===== config.mk =====
export PLATFORM = sky130hd
export DESIGN_NAME = pc_fetch_unit
export DESIGN_NICKNAME = d
export VERILOG_FILES = /design/src/rtl/mips_pkg.sv /design/src/rtl/next_pc_calc.sv /design/src/rtl/pc_fetch_unit.sv
export SDC_FILE = /design/constraint.sdc
export NUM_CORES = 1
export LEC_CHECK = 0
export ABC_CLOCK_PERIOD_IN_PS = 4600
export CAP_MARGIN = 15
export CORE_MARGIN = 5
export CORE_UTILIZATION = 41
export CTS_CLUSTER_SIZE = 8
export DETAILED_ROUTE_END_ITERATION = 16
export PLACE_DENSITY = 0.76
export SKIP_LAST_GASP = 1
export SLEW_MARGIN = 20
export SYNTH_ARGS = -nofsm -noshare
export SYNTH_HDL_FRONTEND = slang
export SYNTH_SLANG_ARGS = --single-unit

===== constraint.sdc =====
create_clock -name clk -period 4.6 [get_ports clk]
set_input_delay 0.92 -clock clk [delete_from_list [all_inputs] [get_ports clk]]
set_output_delay 0.92 -clock clk [all_outputs]
set_load 0.01 [all_outputs]

===== src/rtl/mips_pkg.sv =====
// Shared opcode, FSM-state and sizing constants for the MIPS fetch path.
package mips_pkg;

    localparam logic [5:0] OP_J   = 6'h02;
    localparam logic [5:0] OP_BEQ = 6'h04;
    localparam logic [5:0] OP_BNE = 6'h05;

    localparam logic [1:0] S_BOOT = 2'd0;
    localparam logic [1:0] S_RUN  = 2'd1;
    localparam logic [1:0] S_HALT = 2'd2;

    localparam int WORD_BYTES = 4;

    // Branch displacement in bytes: sign-extended word offset, shifted by 2.
    function automatic logic [31:0] branch_offset(input logic [15:0] imm);
        return {{14{imm[15]}}, imm, 2'b00};
    endfunction

endpackage


===== src/rtl/next_pc_calc.sv =====
// Combinational next-PC decode: sequential, beq/bne and j targets.
module next_pc_calc
    import mips_pkg::*;
(
    input  logic [31:0] pc,
    input  logic [31:0] instr,
    input  logic        alu_zero,
    output logic [31:0] next_pc,
    output logic [31:0] pc_plus4,
    output logic        is_branch_taken,
    output logic        is_jump
);

    logic [5:0] opcode;

    assign pc_plus4 = pc + 32'(WORD_BYTES);
    assign opcode   = instr[31:26];

    // Unknown opcodes or flags fall through to the default, so the
    // sequential path is taken whenever the decode is not definite.
    always_comb begin
        is_branch_taken = 1'b0;
        is_jump         = 1'b0;
        case (opcode)
            OP_BEQ:  if (alu_zero)  is_branch_taken = 1'b1;
            OP_BNE:  if (!alu_zero) is_branch_taken = 1'b1;
            OP_J:    is_jump = 1'b1;
            default: ;
        endcase
    end

    always_comb begin
        next_pc = pc_plus4;
        if (is_jump)
            next_pc = {pc_plus4[31:28], instr[25:0], 2'b00};
        else if (is_branch_taken)
            next_pc = pc_plus4 + branch_offset(instr[15:0]);
    end

endmodule


===== src/rtl/pc_fetch_unit.sv =====
// PC register, boot/run/halt sequencing and run/retire counters for the
// single-cycle MIPS core; pc_out addresses the instruction ROM.
module pc_fetch_unit
    import mips_pkg::*;
#(
    parameter logic [31:0] RESET_PC  = 32'h0000_0000,
    parameter int          ROM_WORDS = 32
) (
    input  logic        clk,
    input  logic        rstn,
    input  logic [31:0] instr_in,
    input  logic        alu_zero,
    input  logic        stall,
    input  logic        halt_req,
    output logic [31:0] pc_out,
    output logic [31:0] pc_plus4,
    output logic        fetch_valid,
    output logic        halted,
    output logic [31:0] cycle_count,
    output logic [31:0] instr_count
);

    localparam logic [32:0] PC_LIMIT = 33'(ROM_WORDS * WORD_BYTES);

    logic [1:0]  state;
    logic [31:0] next_pc;
    logic        is_branch_taken;
    logic        is_jump;
    logic        out_of_range;
    logic        unused_decode;

    next_pc_calc u_next_pc (
        .pc              (pc_out),
        .instr           (instr_in),
        .alu_zero        (alu_zero),
        .next_pc         (next_pc),
        .pc_plus4        (pc_plus4),
        .is_branch_taken (is_branch_taken),
        .is_jump         (is_jump)
    );

    assign unused_decode = is_branch_taken ^ is_jump;

    // Compared in 33 bits so a backwards branch wrapping below zero is
    // caught as out of range rather than as a small address.
    assign out_of_range = {1'b0, next_pc} >= PC_LIMIT;

    assign fetch_valid = (state == S_RUN);
    assign halted      = (state == S_HALT);

    always_ff @(posedge clk or negedge rstn) begin
        if (!rstn) begin
            state       <= S_BOOT;
            pc_out      <= RESET_PC;
            cycle_count <= 32'd0;
            instr_count <= 32'd0;
        end else begin
            case (state)
                S_BOOT: state <= S_RUN;
                S_RUN: begin
                    cycle_count <= cycle_count + 32'd1;
                    if (stall) begin
                        if (halt_req)
                            state <= S_HALT;
                    end else begin
                        instr_count <= instr_count + 32'd1;
                        if (!out_of_range)
                            pc_out <= next_pc;
                        if (out_of_range || halt_req)
                            state <= S_HALT;
                    end
                end
                default: state <= S_HALT;
            endcase
        end
    end

endmodule


* Yosys cells after proc, flatten, opt, wreduce, memory -nomap -nowiden *
Index checks and enable logic that the tools add are counted.

cells by class
  $add $sub $neg = 4
  reductions and logical operators = 5
  muxes and demuxes = 10
  bitwise operators = 2
  $lt $le $gt $ge = 1
  eq/ne operators = 7

operators by type and width
  cell                     count
  $add A32 B1 Y32 const B  2
  $mux W32                 2
  $add A32 B3 Y32 const B  1
  $add A32 B32 Y32         1
  $ge A32 B8 Y1 const B    1
  $eq A6 B3 Y1 const B     2
  $eq A6 B2 Y1 const B     1
  $mux W2                  3
  $pmux W2 S2              1
  $reduce_and A2 Y1        2
  $mux W1                  3
  $ne A3 B2 Y1 const B     1
  $ne A3 B3 Y1 const B     1
  $reduce_and A3 Y1        1
  $eq A2 B1 Y1 const B     1
  $eq A2 B2 Y1 const B     1
  $logic_not A2 Y1         1
  $not A1 Y1               2
  $pmux W1 S2              1
  $logic_or A1 B1 Y1       1

storage, ports and cells
  output and inout bits = 130
  input bits = 37
  logic and storage cells = 33
  register bits after elaboration = 98

* Depth between registers and ports, before layout *
Gate-level depths: netlist of run 1.

  depth in word-level cells = 9
  gate-level depth with buffers = 20
  mapped depth without buffers = 17

* By module *
Synthesis of run 1 repeated with hierarchy kept, for this count alone.

second synthesis, totals
  cells, all modules = 740
  area, all modules = 6816.5 µm²

by module, submodules not included
  module         times used  seq. area each (µm²)  area an instance (µm²)  cells each
  pc_fetch_unit  1           2452.4                4102.7                  336
  next_pc_calc   1           0.0                   2713.9                  404

* Least setup slack after synthesis of run 1 *
No wires, ideal clock.

  kind = reg2reg
  from = register pc_out[2]
  to = register pc_out[3]
  data required time = 4.475 ns
  cell stages (with the launch flop) = 18
  arrival = 4.980 ns
  library setup time = 0.125 ns
  slack = -0.505 ns
  clock period less this slack = 5.105 ns
  buffers on the path = 2
  path through = dfrtp_1 ha_1 nand2_1 or4_2 clkbuf_1 or4_1 nand2_1 ha_1 clkbuf_1 a21oi_1 o21ai_0 nor2_1 a31oi_1 a22o_1 or4b_4 a2111oi_4 o211ai_4 mux2_4

on the way
  word-level cells in the longest chain between the ends = 7

ends and longest elaborated chain
  item                             line                 source
  start: declaration               pc_fetch_unit.sv:15  output logic [31:0] pc_out,
  start signal: assignment         pc_fetch_unit.sv:68  pc_out <= next_pc;
  $add A32 B3 Y32 (*)              next_pc_calc.sv:16   assign pc_plus4 = pc + 32'(WORD_BYTES);
  net pc_plus4[20]                 pc_fetch_unit.sv:16  output logic [31:0] pc_plus4,
  $add A32 B32 Y32                 next_pc_calc.sv:37   next_pc = pc_plus4 + branch_offset(instr[15:0]);
  $mux W32 (*)                     next_pc_calc.sv:36   else if (is_branch_taken)
  $mux W32 (*)                     next_pc_calc.sv:34   if (is_jump)
  $ge A32 B8 Y1 (*)                pc_fetch_unit.sv:46  assign out_of_range = {1'b0, next_pc} >= PC_LIMIT;
  $not A1 Y1 (no line) (*)         --
  $reduce_and A3 Y1 (no line) (*)  --

Mark *: on every way through the listed nets, which the timed path passes. The rest lies on a longest branch.
A chain may end at the register's enable or synchronous reset.

* Worst setup path in the final report of run 1 *
  from = register pc_out[3]
  to = register pc_out[13]

on the way
  word-level cells in the longest chain between the ends = 7

ends and longest elaborated chain
  item                         line
  $add A32 B3 Y32 (*)          next_pc_calc.sv:16
  $add A32 B32 Y32             next_pc_calc.sv:37
  $mux W32                     next_pc_calc.sv:36
  $mux W32 (*)                 next_pc_calc.sv:34
  $ge A32 B8 Y1                pc_fetch_unit.sv:46
  $not A1 Y1 (no line)         --
  $reduce_and A3 Y1 (no line)  --

Every way passes the cells marked *; elsewhere a longest branch is shown, timed or not.

==> impl_metrics.ini, run 1 <==
[outcome]
status = finished with violations
violations = negative setup slack

[timing]
setup-tns-final_ns = -0.290
setup_ws_ns = -0.0287
fmax_mhz = 216
fin_crit_sh_pct = 101
grt_setup_unrepaired = yes
finalHoldViolations = 0
fin_crit_ns = 4.63
worst_pin_slew_ns = 0.769
finalSetupViolCount = 19
relSlewSlack_pct = 48.8
fin_skew_ns = 0.00841
slew_viol_final = 0

[die]
io_pins = 167
fp.dieW_um = 141
core_mm2 = 0.0171
die_area_mm2 = 0.0200
die_y_um = 141
start_util_pct = 41.3
num_rows = 48

[critical_path]
critPathCaptureType = flip-flop
cpMaxStageDelayCell = or4_4
cp-start-kind = flip-flop
cpPeakStageDelay_ns = 0.61
critPathMaxFanout = 6
crit_chain = ha_4 > nand2_4 > or4_4 > or4_4 > nand2_4 > ha_4 > a21oi_4 > o21ai_2 > nor2_2 > a31oi_4 > a22o_1 > or4b_4 > a2111oi_4 > o211ai_4 > buf_12 > clkbuf_16 > and2_4
critical_path_class = reg -> reg
arrival_ns = 4.85
required_ns = 4.82

[drt]
drc = 0
routed_wl_mm = 23.5
drt_iter0_markers = 462
vias = 7333
wire_per_inst_um = 17.7
postRouteAntennaNets = 0
via_per_inst = 5.53
first_pass_iters = 5

[global_routing]
grt_pass1_vias = 7191
track_usage_pct = 22.4
grt_first_pass_wirelength_mm = 36.5
antenna_found_initial = 0
gr-total-overflow = 0
grt_max_degree = 64

[logic_synthesis]
synth_seq_cells = 98
synthFlopType = dfrtp_1
synth_warnings = 0
synth_largest_area_cell = dfrtp_1
synth_top_cell_area_share_pct = 34.7
synthArstFlopShare_pct = 100
ys_types = 76
seq_area_frac_synth_pct = 34.7
avgSynthCellArea_um2 = 8.82
syn-num-nets = 873
synth_edf_count = 0
ys_top_cells_by_area = dfrtp_1, xnor2_1, ha_1
synth_area_mm2 = 0.00708
syn_inst = 802

[job]
drv_cap = 0

[finish]
drive_gt1_share_pct = 26.1
syn2layout_area_growth_pct = 54.6
diodes = 0
nNetsFinal = 1167
fillCellCount = 1389
fin_area_mm2 = 0.0109

[cts]
h-tree-depth = 3
cts_buffer_depth = 2
clkLatencyLatePin_ns = 0.33
root_buffer = clkbuf_16
cts_tree = done
cts_inserted_buffers = 9
cts.reportedPaths.clkPinSlew_ns = 0.07
clkSinkCount = 98

[pwr]
power_density_mw_per_mm2 = 196
power_mw = 2.15
p_seq_share_pct = 43.0
p_sw_share_pct = 28.1
power.net_switching_uw = 605
power_frac_comb_pct = 23.8
power.internal_mw = 1.54
irDropWorstVdd_uv = 214
p_clk_share_pct = 33.2
p_leak_nw = 4.92

[placement]
io_buffers = 166
place_congestion = 0.921
dp_slack_ns = -0.367
place_area_mm2 = 0.00987
dp_hpwl_mm = 17.9

[hold_path]
hold_class = reg -> reg
## routing by layer
metal,vias up,part of all wire [%],track usage [%]
met2,284,48,37.4
met1,3505,41,28.3
met3,48,7.8,5.93
met4,0,2.8,7.47
li1,3496,-,-
met5,-,0,0
## Yosys cell counts, types with 3 or more instances
cell / count
a2bb2oi_1: 3
o211ai_1: 12
a31oi_1: 11
nand3_1: 46
a31o_2: 3
nand2b_1: 5
o21ai_0: 35
buf_6: 5
a211o_1: 3
a2111o_1: 3
nor4_1: 11
o21a_1: 7
o21ai_1: 3
nand4_1: 28
nor2b_1: 10
nor2_1: 46
clkbuf_1: 21
xor2_1: 42
and4_1: 7
o22ai_1: 3
buf_4: 3
inv_1: 21
or3_1: 6
or4_1: 6
or2_2: 3
dfrtp_1: 98
and3_1: 32
o31ai_1: 3
nor3b_1: 4
nand2_1: 80
and2_1: 31
ha_1: 33
a21o_1: 9
a21oi_1: 37
xnor2_1: 60
nor3_1: 18
a211oi_1: 5
## final timing paths
path                                        startpoint                           to  slack [ns]  depth (start not counted)
max                              pc_out[3]$_DFFE_PN0P_       pc_out[13]$_DFFE_PN0P_       -0.03                         17
min                        instr_count[31]$_DFFE_PN0P_  instr_count[31]$_DFFE_PN0P_        0.47                          1
max reg2reg                      pc_out[3]$_DFFE_PN0P_       pc_out[13]$_DFFE_PN0P_       -0.03                         17
min reg2reg                instr_count[31]$_DFFE_PN0P_  instr_count[31]$_DFFE_PN0P_        0.47                          1
max in group asynchronous                         rstn  cycle_count[21]$_DFFE_PN0P_        2.99                          2
min in group asynchronous                         rstn  instr_count[21]$_DFFE_PN0P_        0.65                          1
## sequential cells by signal, summed over array words and instances, names as in the netlist
register	flops
cycle_count	32
instr_count	32
pc_out	32
state	2
## layout make-up
type / count / area, um^2 / area share [%]
multi-input combinational: 650 / 4930 / 45.0
timing repair buffer: 315 / 2910 / 26.6
sequential: 98 / 2450 / 22.4
tap: 225 / 282 / 2.57
clock buffer: 10 / 239 / 2.18
inverter: 22 / 82.6 / 0.755
clock inverter: 6 / 47.5 / 0.435
## power by group through the flow
stage	registers (mW)	logic [mW]	clock network, mW
final	0.924	0.512	0.714
after floorplan	0.948	0.207	0
after global routing	0.929	0.560	0.767
after global placement	0.933	0.479	0
after CTS	0.925	0.503	0.732
after detailed placement	0.937	0.484	0
## layout by cell type, fill, tap and decap left out, types with 7 or more instances in the layout
master	netlist	routed
xnor2_1	60	58
nand4_1	28	28
nor2b_1	10	10
ha_4	0	7
o21a_1	7	7
a21o_1	9	9
and2_4	0	21
a31oi_1	11	10
clkdlybuf4s50_1	0	165
nand3_1	46	45
and2_1	31	11
nand2_1	80	72
ha_1	33	24
o211ai_1	12	12
nor2_1	46	42
dfrtp_1	98	96
clkbuf_16	0	11
and3_1	32	30
o21ai_0	35	26
buf_4	3	139
a21oi_1	37	29
nor3_1	18	11
xor2_1	42	38
and4_1	7	7
inv_1	21	21
## worst max-delay path, delay by kind of cell (launching register included)
| family | cells | cell delay (ns) |
|---|---|---|
| buffers and inverters | 2 | 0.33 |
| adders and majority gates | 2 | 0.39 |
| DFF | 1 | 0.40 |
| AOI/OAI and AO/OA | 6 | 1.25 |
| and+or+nand+nor | 7 | 2.16 |
## kinds of logic after synthesis
group | count (synthesis) | share of synthesized area (%)
compound gates | 164 | 16.0
xor+xnor | 103 | 12.9
fa+ha+maj | 34 | 6.12
buf+inv | 55 | 3.80
flops | 98 | 34.7
mux | 5 | 0.813
simple gates | 343 | 25.8
## metrics by stage
| stage | std cells | hold WS (ns) | util [%] |
|---|---|---|---|
| after floorplan | 802 | 0.471 | - |
| after global placement | 1285 | 0.463 | 57.7 |
| after detailed placement | 1285 | 0.455 | 57.7 |
| after CTS | 1311 | 0.476 | 61.1 |
| after global routing | 1326 | 0.499 | 63.9 |
| final | 1326 | 0.468 | 63.9 |
## what timing repair did
item	CTS	global route
endpoints found under the setup margin	34	34
gates resized for setup	37	79
pin swaps	6	47
buffers inserted	8	14
cloned	2	2
hold buffers	0	0
No activity file was read; power rests on OpenSTA's default activity.
==> run 2, diff against run 1 <==
--- a/config.mk
+++ b/config.mk
@@ -7,6 +7,7 @@
 export LEC_CHECK = 0
 export ABC_CLOCK_PERIOD_IN_PS = 4600
 export CAP_MARGIN = 15
+export CORE_ASPECT_RATIO = 0.6
 export CORE_MARGIN = 5
 export CORE_UTILIZATION = 41
 export CTS_CLUSTER_SIZE = 8
==> run 2 against run 1 <==
  * Clock skew increased by 0.0024 ns
  * Setup slack got worse by 0.097 ns
  * Combinational power increased by 1%
  * Final cell count increased by 1.4%
  * Die area increased by 0.43%
  * Clock power increased by 6.2%
  * The run still ends with negative setup slack left
  * Sequential cell count unchanged
  * Utilization decreased by 0.074 points
  * Critical path type unchanged
  * Register-to-register slack got worse by 0.097 ns
  * Largest power group unchanged
  * Total power increased by 2.3%
  * Final area decreased by 0.58%
  * Non-clock buffer count increased by 8
==> impl_metrics.ini, run 2 (synthesized netlist as in run 1, its figures left out) <==
[outcome]
status = finished with violations
violations = negative setup slack

[critical_path]
cpPeakStageDelay_ns = 0.61
critical_path_class = reg -> reg
arrival_ns = 4.96
cp-start-kind = flip-flop
required_ns = 4.83
cp_num_cells = 17
path_delay_family = simple AND/OR/NAND/NOR gates
r2r_end = pc_out[31]$_DFFE_PN0P_
critPathCaptureType = flip-flop
crit_chain = nand4_1 > buf_4 > or4_4 > or4_4 > nand2_4 > ha_4 > nand4_1 > buf_4 > a2bb2oi_4 > a21bo_2 > nand3_2 > or4b_4 > a2111oi_4 > buf_4 > o211ai_4 > clkbuf_16 > and2_4
worstRegToRegCells = 17
r2r_setup_slack_ns = -0.13
cpMaxStageDelayCell = or4_4
r2r_start = pc_out[5]$_DFFE_PN0P_
crit_top_cell = buf_4
critPathBufInv = 4
critPathMaxFanout = 6

[drt]
routed_wl_mm = 25.3
drc = 0
wire_per_inst_um = 18.8
postRouteAntennaNets = 0
via_per_inst = 5.54
first_pass_iters = 5
drt_iter0_markers = 677
vias = 7451

[pwr]
power_frac_comb_pct = 23.5
irDropWorstVdd_uv = 252
p_leak_nw = 4.90
power.net_switching_uw = 614
power_mw = 2.20
p_clk_share_pct = 34.5
p_seq_share_pct = 42.0
p_sw_share_pct = 28.0
power_density_mw_per_mm2 = 202
power.internal_mw = 1.58

[cts]
cts_inserted_buffers = 9
holdBufCountCts = 0
cts_tree = done
root_buffer = clkbuf_16
h-tree-depth = 3
clkLatencyLatePin_ns = 0.34
cts_buffer_depth = 2
cts.reportedPaths.clkPinSlew_ns = 0.07
clkSinkCount = 98

[timing]
worst_pin_slew_ns = 0.895
slew_viol_final = 0
fin_crit_sh_pct = 103
relSlewSlack_pct = 40.4
fin_crit_ns = 4.73
setup-tns-final_ns = -1.71
fmax_mhz = 212
finalSetupViolCount = 21
finalHoldViolations = 0
holdWs_ns = 0.469
fin_skew_ns = 0.0108
setup_ws_ns = -0.126
grt_setup_unrepaired = yes

[die]
die_area_mm2 = 0.0201
num_rows = 37
start_util_pct = 41.5
die_y_um = 112
core_mm2 = 0.0170
io_pins = 167
fp.dieW_um = 180

[finish]
drive_gt1_share_pct = 25.0
nNetsFinal = 1177
syn2layout_area_growth_pct = 53.7
diodes = 0
top_regs = cycle_count (32), instr_count (32), pc_out (32)
multi_input_area_mm2 = 0.00487
final_cell_mix = clkdlybuf4s50_1, buf_4, dfrtp_1, nand2_1, xnor2_1
fillCellCount = 1465
fin_area_mm2 = 0.0109
layout_commonest_cell = clkdlybuf4s50_1
seqCellArea_mm2 = 0.00245

[hold_path]
worstHoldEndpoint = instr_count[31]$_DFFE_PN0P_
hp-start = instr_count[31]$_DFFE_PN0P_
whs_path_depth = 1
hold_class = reg -> reg

[placement]
place_area_mm2 = 0.00998
io_buffers = 166
place_congestion = 0.943
dp_slack_ns = -0.661
dp_hpwl_mm = 19.9

[global_routing]
track_usage_pct = 24.1
grt_first_pass_wirelength_mm = 39.3
grt_pass1_vias = 7087
gr-total-overflow = 0
grt_max_degree = 73
antenna_found_initial = 0

[job]
drv_cap = 0
run 2: changes by cell type in the layout (fill, tap and decap cells not counted), sizes merged:
cell | previous run | this run
buf | 148 | 157
clkbuf | 12 | 11
inv | 26 | 24
o211ai | 13 | 15
clkinvlp | 1 | 2
bufinv | 0 | 1
run 2: how the worst max path moves through the flow:
stage / startpoint / to
global route: pc_out[5]$_DFFE_PN0P_ / pc_out[31]$_DFFE_PN0P_
global placement: instr_in[15] / pc_out[31]$_DFFE_PN0P_
finish: pc_out[5]$_DFFE_PN0P_ / pc_out[31]$_DFFE_PN0P_
CTS: pc_out[3]$_DFFE_PN0P_ / pc_out[22]$_DFFE_PN0P_
floorplan: pc_out[8]$_DFFE_PN0P_ / pc_out[3]$_DFFE_PN0P_
detailed placement: instr_in[15] / pc_out[22]$_DFFE_PN0P_
run 2: power groups by stage:
stage               Sequential, mW  Clock [mW]  Combinational (mW)
global placement             0.936           0               0.478
finish                       0.923       0.758               0.517
detailed placement           0.937           0               0.483
floorplan                    0.948           0               0.207
global route                 0.927       0.812               0.563
CTS                          0.923       0.774               0.503
run 2: cell type report:
cell class	count	share of cell area [%]
clock buffer	10	2.11
multi-input combinational	652	44.8
timing repair buffer	323	26.4
clock inverter	6	0.679
inverter	22	0.759
sequential	98	22.6
tap	234	2.69
run 2: repair_timing:
| item | in CTS | in global routing |
|---|---|---|
| resized for setup | 32 | 59 |
| pin swaps | 8 | 40 |
| buffers inserted | 9 | 6 |
| setup endpoints to repair | 34 | 34 |
| gates cloned | 3 | 1 |
run 2: per-stage QoR:
stage	utilization, %	std cells
after global routing	63.8	1345
after floorplan	-	802
after detailed placement	58.6	1310
final	63.8	1345
after global placement	58.6	1310
after CTS	61.8	1338
run 2: per-layer routing:
layer	part of all wire [%]	global-route usage, %	up-vias
li1	-	-	3524
met2	40	33.2	330
met3	10	7.02	26
met1	49	37.7	3571
met5	0	0	-
met4	1.0	3.30	0
==> run 3, diff against run 2 <==
--- a/config.mk
+++ b/config.mk
@@ -5,14 +5,14 @@
 export SDC_FILE = /design/constraint.sdc
 export NUM_CORES = 1
 export LEC_CHECK = 0
-export ABC_CLOCK_PERIOD_IN_PS = 4600
+export ABC_CLOCK_PERIOD_IN_PS = 4400
 export CAP_MARGIN = 15
 export CORE_ASPECT_RATIO = 0.6
 export CORE_MARGIN = 5
 export CORE_UTILIZATION = 41
 export CTS_CLUSTER_SIZE = 8
 export DETAILED_ROUTE_END_ITERATION = 16
-export PLACE_DENSITY = 0.76
+export PLACE_DENSITY = 0.74
 export SKIP_LAST_GASP = 1
 export SLEW_MARGIN = 20
 export SYNTH_ARGS = -nofsm -noshare
==> constraint.sdc (replaced) <==
create_clock -name clk -period 4.4 [get_ports clk]
set_input_delay 0.88 -clock clk [delete_from_list [all_inputs] [get_ports clk]]
set_output_delay 0.88 -clock clk [all_outputs]
set_load 0.01 [all_outputs]
==> run 3 against run 2 <==
  * Global-route usage rose by 0.32 points
  * Die area unchanged
  * Via count grew 1.1%
  * Clock power rose by 4.5%
  * Non-clock buffer count grew 29
  * Setup slack lost 0.096 ns
  * Sequential power increased by 4.6%
  * Final area up 1.5%
  * Final cell count up 2.0%
  * Maximum frequency is 2.2% higher
  * The flow still finishes with violations (negative setup slack)
  * Total power rose by 5.1%
  * Utilization rose by 0.97 points
==> impl_metrics.ini, run 3 (synthesized netlist as in run 1, its figures left out) <==
[cts]
clkSinkCount = 98
clkLatencyLatePin_ns = 0.34
cts_inserted_buffers = 9
cts_buffer_depth = 2
cts.reportedPaths.clkPinSlew_ns = 0.08
h-tree-depth = 3
root_buffer = clkbuf_16
holdBufCountCts = 0
cts_tree = done

[critical_path]
cpMaxStageDelayCell = or4_4
critPathMaxFanout = 7
cp-start-kind = flip-flop
r2r_start = pc_out[7]$_DFFE_PN0P_
startpoint = pc_out[7]$_DFFE_PN0P_
arrival_ns = 4.85
critPathCaptureType = flip-flop
critPathBufInv = 5
required_ns = 4.62
cpPeakStageDelay_ns = 0.57
path_delay_family = simple AND/OR/NAND/NOR gates
crit_chain = nand4_1 > buf_4 > or4_4 > buf_12 > or4_4 > nand2_4 > ha_4 > buf_6 > a21oi_4 > o21ai_2 > nor2_2 > a31oi_2 > a22o_1 > or4b_4 > a2111oi_4 > buf_6 > o211ai_4 > a221oi_4 > inv_2
critical_path_class = reg -> reg

[die]
core_mm2 = 0.0170
io_pins = 167
die_area_mm2 = 0.0201
fp.dieW_um = 180
die_y_um = 112
start_util_pct = 41.5
num_rows = 37

[timing]
finalSetupViolCount = 34
slew_viol_final = 0
grt_setup_unrepaired = yes
fin_skew_ns = 0.0128
finalHoldViolations = 0
setup_ws_ns = -0.222
fin_crit_ns = 4.62
fmax_mhz = 216
relSlewSlack_pct = 44.7
worst_pin_slew_ns = 0.830
holdWs_ns = 0.488
fin_crit_sh_pct = 105
setup-tns-final_ns = -6.17

[finish]
post-route-util_pct = 64.8
drive_gt1_share_pct = 25.6
layout_commonest_cell = buf_4
seqCellArea_mm2 = 0.00246
top_regs = cycle_count (32), instr_count (32), pc_out (32)
fillCellCount = 1428
syn2layout_area_growth_pct = 56.0
fin_area_mm2 = 0.0110
multi_input_area_mm2 = 0.00478
diodes = 0
final_cell_mix = buf_4, clkdlybuf4s50_1, dfrtp_1, nand2_1, xnor2_1
nNetsFinal = 1204

[outcome]
status = finished with violations
violations = negative setup slack

[pwr]
irDropWorstVdd_uv = 190
p_leak_nw = 5.02
power_density_mw_per_mm2 = 209

[drt]
first_pass_iters = 5
drc = 0
wire_per_inst_um = 18.2
via_per_inst = 5.49
postRouteAntennaNets = 0
routed_wl_mm = 25.0
vias = 7532
drt_iter0_markers = 497

[global_routing]
grt_pass1_vias = 7498
antenna_found_initial = 0
grt_max_degree = 67
grt_first_pass_wirelength_mm = 40.3
track_usage_pct = 24.4
gr-total-overflow = 0

[placement]
place_area_mm2 = 0.0104
dp_slack_ns = -0.480
io_buffers = 166
dp_hpwl_mm = 19.8
place_congestion = 0.933

[job]
drv_cap = 0

[hold_path]
hp-start = cycle_count[31]$_DFFE_PN0P_
hold_class = reg -> reg
## run 3: area by class of cell
class                   instances  share of cell area, %
multi-input cells             650                   43.3
repair buffers                352                   28.3
flip-flops and latches         98                   22.3
well taps                     234                   2.65
clock buffers                  10                   2.07
inverters                      22                  0.748
clock inverters                 6                  0.669
## run 3: through the flow
| stage | total power [mW] | cells |
|---|---|---|
| floorplan | 1.21 | 802 |
| global placement | 1.51 | 1345 |
| detailed placement | 1.51 | 1345 |
| CTS | 2.32 | 1371 |
| global route | 2.41 | 1372 |
| finish | 2.31 | 1372 |
## run 3: path summary, 6_finish.rpt
check	slack, ns	to	cells after the start
setup / recovery	-0.22	state[1]$_DFFE_PN0P_	19
hold / removal	0.49	cycle_count[31]$_DFFE_PN0P_	1
setup reg to reg	-0.22	state[1]$_DFFE_PN0P_	19
hold reg to reg	0.49	cycle_count[31]$_DFFE_PN0P_	1
max in group asynchronous	2.80	cycle_count[29]$_DFFE_PN0P_	2
min in group asynchronous	0.62	instr_count[26]$_DFFE_PN0P_	1
## run 3: routing by layer
layer / global-route usage [%] / up-vias / part of all wire, %
met2: 36.0 / 304 / 42
met3: 6.07 / 32 / 8.3
met1: 36.2 / 3624 / 48
li1: - / 3572 / -
met4: 5.28 / 0 / 1.3
met5: 0 / - / 0
## run 3: what timing repair did
item,CTS,global route
gates resized for setup,23,25
buffers inserted,9,1
gates cloned,1,0
setup endpoints to repair,34,34
pin swaps,22,11
## run 3: report_power, final
group / leakage [nW] / internal (mW) / total (mW) / switching (mW)
registers: 1.35 / 0.930 / 0.965 / 0.0345
logic: 3.53 / 0.286 / 0.552 / 0.266
clock network: 0.141 / 0.448 / 0.792 / 0.344
